===== src/rtl/uart_pkg.sv =====
// Types shared by the UART receiver and transmitter: parity selection and
// receiver FSM states, plus the width of the per-frame bit index.
package uart_pkg;

  typedef enum logic [1:0] {
    PAR_NONE = 2'd0,
    PAR_EVEN = 2'd1,
    PAR_ODD  = 2'd2
  } parity_e;

  typedef enum logic [2:0] {
    IDLE,
    START,
    DATA,
    PARITY,
    STOP,
    WAIT_IDLE
  } rx_state_e;

  // Wide enough to index up to 9 data bits or 2 stop bits.
  localparam int IDX_W = 4;

endpackage


===== src/rtl/uart_rx_param_if.sv =====
// Receiver-side bundle: raw serial line in, received word and status flags out.
interface uart_rx_param_if #(
  parameter int DATA_BITS = 8
);

  logic                 bit_in;
  logic [DATA_BITS-1:0] byte_out;
  logic                 ready_out;
  logic                 parity_err;
  logic                 frame_err;
  logic                 busy;

  modport master (
    input  bit_in,
    output byte_out, ready_out, parity_err, frame_err, busy
  );

  modport slave (
    output bit_in,
    input  byte_out, ready_out, parity_err, frame_err, busy
  );

endinterface


===== src/rtl/uart_rx_sampler.sv =====
// Line synchroniser, in-bit cycle counter and 3-sample majority vote.
// bit_valid marks the cycle in which bit_val holds the voted value of the current bit.
module uart_rx_sampler #(
  parameter int CLKS_PER_BIT = 16
) (
  input  logic clk,
  input  logic reset,
  input  logic bit_in,
  input  logic run,
  output logic rx_s,
  output logic bit_valid,
  output logic bit_val,
  output logic cnt_wrap
);

  localparam int HALF  = CLKS_PER_BIT / 2;
  localparam int CNT_W = $clog2(CLKS_PER_BIT);
  localparam logic [CNT_W-1:0] C_EARLY = CNT_W'(HALF - 1);
  localparam logic [CNT_W-1:0] C_MID   = CNT_W'(HALF);
  localparam logic [CNT_W-1:0] C_DEC   = CNT_W'(HALF + 1);
  localparam logic [CNT_W-1:0] C_LAST  = CNT_W'(CLKS_PER_BIT - 1);

  logic             sync_p0, sync_p1;
  logic             samp_a, samp_b;
  logic [CNT_W-1:0] cnt;

  function automatic logic maj3(input logic a, input logic b, input logic c);
    return (a & b) | (a & c) | (b & c);
  endfunction

  // Stage p0/p1: synchroniser flops preset to idle-high so reset release never looks like a start.
  always_ff @(posedge clk or posedge reset) begin
    if (reset) begin
      sync_p0 <= 1'b1;
      sync_p1 <= 1'b1;
      samp_a  <= 1'b1;
      samp_b  <= 1'b1;
      cnt     <= '0;
    end else begin
      sync_p0 <= bit_in;
      sync_p1 <= sync_p0;
      if (!run || cnt_wrap) cnt <= '0;
      else                  cnt <= cnt + CNT_W'(1);
      if (cnt == C_EARLY) samp_a <= sync_p1;
      if (cnt == C_MID)   samp_b <= sync_p1;
    end
  end

  assign rx_s      = sync_p1;
  assign bit_valid = (cnt == C_DEC);
  assign bit_val   = maj3(samp_a, samp_b, sync_p1);
  assign cnt_wrap  = (cnt == C_LAST);

endmodule


===== src/rtl/uart_rx_param.sv =====
// Parametrised UART receiver: frame FSM, LSB-first shift register, parity and
// stop-bit checking. Word and flags update only in the cycle ready_out pulses.
module uart_rx_param
  import uart_pkg::*;
#(
  parameter int      CLKS_PER_BIT = 16,
  parameter int      DATA_BITS    = 8,
  parameter parity_e PARITY_MODE  = PAR_NONE,
  parameter int      STOP_BITS    = 1
) (
  input  logic           clk,
  input  logic           reset,
  uart_rx_param_if.master rx
);

  localparam logic [IDX_W-1:0] LAST_DATA = IDX_W'(DATA_BITS - 1);
  localparam logic [IDX_W-1:0] LAST_STOP = IDX_W'(STOP_BITS - 1);

  rx_state_e            state;
  logic [DATA_BITS-1:0] shreg;
  logic [IDX_W-1:0]     bit_idx;
  logic                 par_err_acc;
  logic                 ferr_acc;
  logic                 run;
  logic                 rx_s, bit_valid, bit_val, cnt_wrap;

  function automatic logic expected_parity(input logic [DATA_BITS-1:0] d);
    return (^d) ^ (PARITY_MODE == PAR_ODD);
  endfunction

  uart_rx_sampler #(
    .CLKS_PER_BIT(CLKS_PER_BIT)
  ) u_sampler (
    .clk      (clk),
    .reset    (reset),
    .bit_in   (rx.bit_in),
    .run      (run),
    .rx_s     (rx_s),
    .bit_valid(bit_valid),
    .bit_val  (bit_val),
    .cnt_wrap (cnt_wrap)
  );

  // The bit counter runs only while a frame is live, and restarts from 0 on every return to IDLE.
  always_comb begin
    run = 1'b1;
    case (state)
      IDLE:      run = !rx_s;
      START:     run = !(bit_valid && bit_val);
      STOP:      run = !(bit_valid && (bit_idx == LAST_STOP));
      WAIT_IDLE: run = 1'b0;
      default:   run = 1'b1;
    endcase
  end

  always_ff @(posedge clk or posedge reset) begin
    if (reset) begin
      state         <= IDLE;
      shreg         <= '0;
      bit_idx       <= '0;
      par_err_acc   <= 1'b0;
      ferr_acc      <= 1'b0;
      rx.byte_out   <= '0;
      rx.ready_out  <= 1'b0;
      rx.parity_err <= 1'b0;
      rx.frame_err  <= 1'b0;
    end else begin
      rx.ready_out <= 1'b0;
      case (state)
        IDLE: if (!rx_s) begin
          state       <= START;
          bit_idx     <= '0;
          par_err_acc <= 1'b0;
          ferr_acc    <= 1'b0;
        end
        START: begin
          if (bit_valid && bit_val) state <= IDLE;
          else if (cnt_wrap)        state <= DATA;
        end
        DATA: if (bit_valid) begin
          shreg <= {bit_val, shreg[DATA_BITS-1:1]};
          if (bit_idx == LAST_DATA) begin
            bit_idx <= '0;
            state   <= (PARITY_MODE != PAR_NONE) ? PARITY : STOP;
          end else begin
            bit_idx <= bit_idx + IDX_W'(1);
          end
        end
        PARITY: if (bit_valid) begin
          par_err_acc <= (bit_val != expected_parity(shreg));
          state       <= STOP;
        end
        // Re-arm at the last stop-bit decision rather than its end to absorb baud mismatch.
        STOP: if (bit_valid) begin
          if (bit_idx == LAST_STOP) begin
            rx.byte_out   <= shreg;
            rx.parity_err <= par_err_acc;
            rx.frame_err  <= ferr_acc | ~bit_val;
            rx.ready_out  <= 1'b1;
            state         <= bit_val ? IDLE : WAIT_IDLE;
          end else begin
            ferr_acc <= ferr_acc | ~bit_val;
            bit_idx  <= bit_idx + IDX_W'(1);
          end
        end
        WAIT_IDLE: if (rx_s) state <= IDLE;
        default: state <= IDLE;
      endcase
    end
  end

  assign rx.busy = (state != IDLE);

endmodule


===== src/flat_wrapper.sv =====
// flat-port wrapper written by rule: the top's interface ports become plain ports
module uart_rx_param_flat import uart_pkg::*;
#(
  parameter int      CLKS_PER_BIT = 16,
  parameter int      DATA_BITS    = 8,
  parameter parity_e PARITY_MODE  = PAR_NONE,
  parameter int      STOP_BITS    = 1
)
  (clk, reset, rx_bit_in, rx_byte_out, rx_ready_out, rx_parity_err, rx_frame_err, rx_busy);
  uart_rx_param_if #(.DATA_BITS(DATA_BITS)) rx_i ();
  input  logic clk;
  input  logic reset;
  input wire logic [$bits(rx_i.bit_in)-1:0] rx_bit_in;
  output wire logic [$bits(rx_i.byte_out)-1:0] rx_byte_out;
  output wire logic [$bits(rx_i.ready_out)-1:0] rx_ready_out;
  output wire logic [$bits(rx_i.parity_err)-1:0] rx_parity_err;
  output wire logic [$bits(rx_i.frame_err)-1:0] rx_frame_err;
  output wire logic [$bits(rx_i.busy)-1:0] rx_busy;
  assign rx_i.bit_in = rx_bit_in;
  assign rx_byte_out = rx_i.byte_out;
  assign rx_ready_out = rx_i.ready_out;
  assign rx_parity_err = rx_i.parity_err;
  assign rx_frame_err = rx_i.frame_err;
  assign rx_busy = rx_i.busy;
  uart_rx_param #(.CLKS_PER_BIT(CLKS_PER_BIT), .DATA_BITS(DATA_BITS), .PARITY_MODE(PARITY_MODE), .STOP_BITS(STOP_BITS)) u_core (.clk(clk), .reset(reset), .rx(rx_i));
endmodule

===== config.mk =====
export PLATFORM = sky130hd
export DESIGN_NAME = uart_rx_param_flat
export DESIGN_NICKNAME = d
export VERILOG_FILES = /design/src/rtl/uart_pkg.sv /design/src/rtl/uart_rx_param_if.sv /design/src/rtl/uart_rx_sampler.sv /design/src/rtl/uart_rx_param.sv /design/src/flat_wrapper.sv
export SDC_FILE = /design/constraint.sdc
export NUM_CORES = 1
export LEC_CHECK = 0
export CAP_MARGIN = 20
export CORE_UTILIZATION = 51
export CTS_BUF_LIST = sky130_fd_sc_hd__clkbuf_4 sky130_fd_sc_hd__clkbuf_8
export DETAILED_ROUTE_END_ITERATION = 7
export PLACE_DENSITY = 0.82
export RECOVER_POWER = 50
export SLEW_MARGIN = 0
export SYNTH_ARGS = -nofsm -noshare
export SYNTH_HDL_FRONTEND = slang
export SYNTH_SLANG_ARGS = --single-unit

===== constraint.sdc =====
create_clock -name clk -period 2 [get_ports clk]
set_input_delay 0.4 -clock clk [delete_from_list [all_inputs] [get_ports clk]]
set_output_delay 0.4 -clock clk [all_outputs]
set_load 0.05 [all_outputs]

==> results.cfg <==
[outcome]
status = finished, final reports clean

[finish]
stdcell_area_um2 = 2150
layoutNonFillerInstCount = 227
nNetsFinal = 188
area.growth.synth_to_final_pct = 14.8
drive_gt1_frac = 0.298
diodes = 0

[logic_synthesis]
synth_area_leaders = dfrtp_1 43%, mux2_2 11%, dfstp_2 5.6%
yosysMostFrequentCell = dfrtp_1
synth_ff_type = dfrtp_1
synthTopCellsByCount = 32 x dfrtp_1, 19 x mux2_2, 10 x inv_1
synth_edf_count = 0
seq_area_frac_synth = 0.484
syn_inst = 159
syn-num-nets = 167
yosysTopAreaCellShare = 0.428
synth_top_area_cell = dfrtp_1
synth_cell_types = 52
synth_area_per_cell_um2 = 11.8
synth-async-reset-ratio = 1.00
mappedNetlistArea_um2 = 1870
ys_warn_count = 0
ys_seq_elements = 36

[timing]
period_minus_slack_ns = 1.92
fin_crit_sh = 0.960
fmax_mhz = 521
worst_pin_slew_ns = 0.866
hold_viol_final = 0
max_slew_margin = 0.423
slew_violations = 0
clock_skew_ns = 0.0115
setup_viol = 0
tns_ns = 0
rsz0062_at_grt = false
whs_ns = 0.364

[floorplanning]
core_area_um2 = 3420
die_width_um = 62.6
rows = 21
die-area_um2 = 3910
pin_count = 15
die_h_um = 62.6
start_util = 0.548

[drt]
post-route-drc-count = 0
wl_met2_um = 1810
met3_length_um = 139
drt-pass1-iter-count = 5
first_iter_violations = 60
viasPerCell = 5.74
vias = 1304
wl_um = 3580
drt-met1-wl_um = 1570
highest_layer = met4
ant_nets = 0
wl_per_cell_um = 15.7

[clocking]
cts_made_buffers = 5
cts_tree = built
clk_latency_ns = 0.34
clkTransAtPathRegs_ns = 0.11
root_buffer = clkbuf_4
clock-sinks = 36
cts.htree.levels = 2
cts_buffer_depth = 2

[placed_design]
placed_cell_area_um2 = 2070
gp_congestion = 0.860
placed_cells_incl_taps = 219
place_hpwl_um = 2530
port_buffers = 14

[setup_path]
worst-setup-path-type = reg -> reg
end_kind = register
critical_path_arrival_ns = 2.13
max_stage_delay_ns = 0.48
crit_slowest_cell = a2111oi_0
critPathTopFamily = compound AO/OA/AOI/OAI gates
startpoint_type = register
cp_cell_sequence = inv_1, ha_1, nor3b_4, o21ai_1, a2111oi_0, o22ai_1
path_buf_inv = 1
critPathRequiredTime_ns = 2.21
crit_fanout = 5

[grt]
grt_antenna_before_repair = 0
overflow = 0
grt_max_degree = 37
track_usage = 0.203
grt_pass1_wl_um = 6150
grt_pass1_vias = 1340

[pwr]
ir_worst_vdd_mv = 0.566
power_mw = 1.90
power_density_nw_per_um2 = 885
p_leak_nw = 1.01

[flow_run]
maxCapViolCount = 0

[min_path]
min_path_type = reg -> reg
## state kept, by name, indices dropped and copies added, names as in the netlist
signal and flops:
u_core.rx.ready_out 1, u_core.par_err_acc 1, u_core.rx.byte_out 8, u_core.bit_idx 4, u_core.ferr_acc 1, u_core.u_sampler.sync_p0 1, u_core.rx.parity_err 1, u_core.rx.frame_err 1
u_core.state 3, u_core.u_sampler.samp_b 1, u_core.u_sampler.cnt 4, u_core.u_sampler.rx_s 1, u_core.shreg 8, u_core.u_sampler.samp_a 1
## path summary, 6_finish.rpt
kind / startpoint / to / slack, ns / depth (start not counted)
min reg2reg: u_core.u_sampler.sync_p0 / u_core.u_sampler.rx_s / 0.36 / 0
min: u_core.u_sampler.sync_p0 / u_core.u_sampler.rx_s / 0.36 / 0
max: u_core.bit_idx[0] / u_core.state[2] / 0.08 / 6
min in group asynchronous: reset / u_core.u_sampler.cnt[2] / 0.74 / 3
max in group asynchronous: reset / u_core.bit_idx[1] / 0.71 / 3
max reg2reg: u_core.bit_idx[0] / u_core.state[2] / 0.08 / 6
## area by class of cell
cell class | instances | area, um2
clock buffer | 7 | 58.8
tap | 46 | 57.6
inverter | 10 | 37.5
clock inverter | 1 | 7.51
fill | 270 | 1270
multi-input combinational | 106 | 901
sequential | 36 | 906
timing repair buffer | 21 | 179
## report_power, final
group	switching (mW)	internal [mW]	total (mW)	leakage, nW
clock network	0.244	0.186	0.430	0.0349
registers	0.0924	0.810	0.902	0.483
logic	0.306	0.262	0.568	0.495
total	0.643	1.26	1.90	1.01
## per-layer routing
layer | vias up | GRT usage
li1 | 613 | -
met1 | 652 | 0.253
met2 | 30 | 0.346
met3 | 9 | 0.0401
met4 | 0 | 0.0756
met5 | - | 0
## logic make-up after synthesis
logic type                 after synthesis  synth area share
AOI/OAI and AO/OA                       30             0.121
xor gates and xnor gates                 9            0.0495
adders and majority gates                6            0.0388
DFF                                     36             0.484
and+or+nand+nor                         40             0.138
buffers and inverters                   17            0.0435
muxes                                   21             0.125
## cell usage in the layout (no fill, tap or decap), types with 2 or more instances in the layout
cell type	n
nor3_1	2
ha_1	4
nand2b_1	2
dlygate4sd3_1	2
nand2_1	6
nand3_1	4
nand3b_1	3
clkbuf_4	6
a21oi_1	4
a2111oi_0	3
a211oi_1	2
dfrtp_1	32
or3b_2	3
xnor2_1	7
mux2_2	19
inv_1	10
clkdlybuf4s50_1	10
a21o_1	2
mux2i_1	2
dfstp_2	4
nor2_1	7
clkbuf_2	2
buf_4	6
o21ai_0	5
o41ai_1	2
## repair_timing
action | CTS | global route
endpoints found under the setup margin | 0 | 7
hold endpoints to repair | 0 | 0
setup buffers | 0 | 0
hold buffers | 0 | 0
gates resized for setup | 0 | 5
## worst register-to-register path, cell delays in order (launching register included)
cell and delay [ns]:
dfrtp_1 0.43, inv_1 0.09, ha_1 0.17, nor3b_4 0.28, o21ai_1 0.18, a2111oi_0 0.48, o22ai_1 0.16
## through the flow
step	util	setup slack [ns]
global placement	0.607	0.172
finish	0.629	0.0798
floorplan	-	0.116
CTS	0.627	0.0164
detailed placement	0.607	0.111
global route	0.629	0.0239
Power figures use the tool's default switching activity.
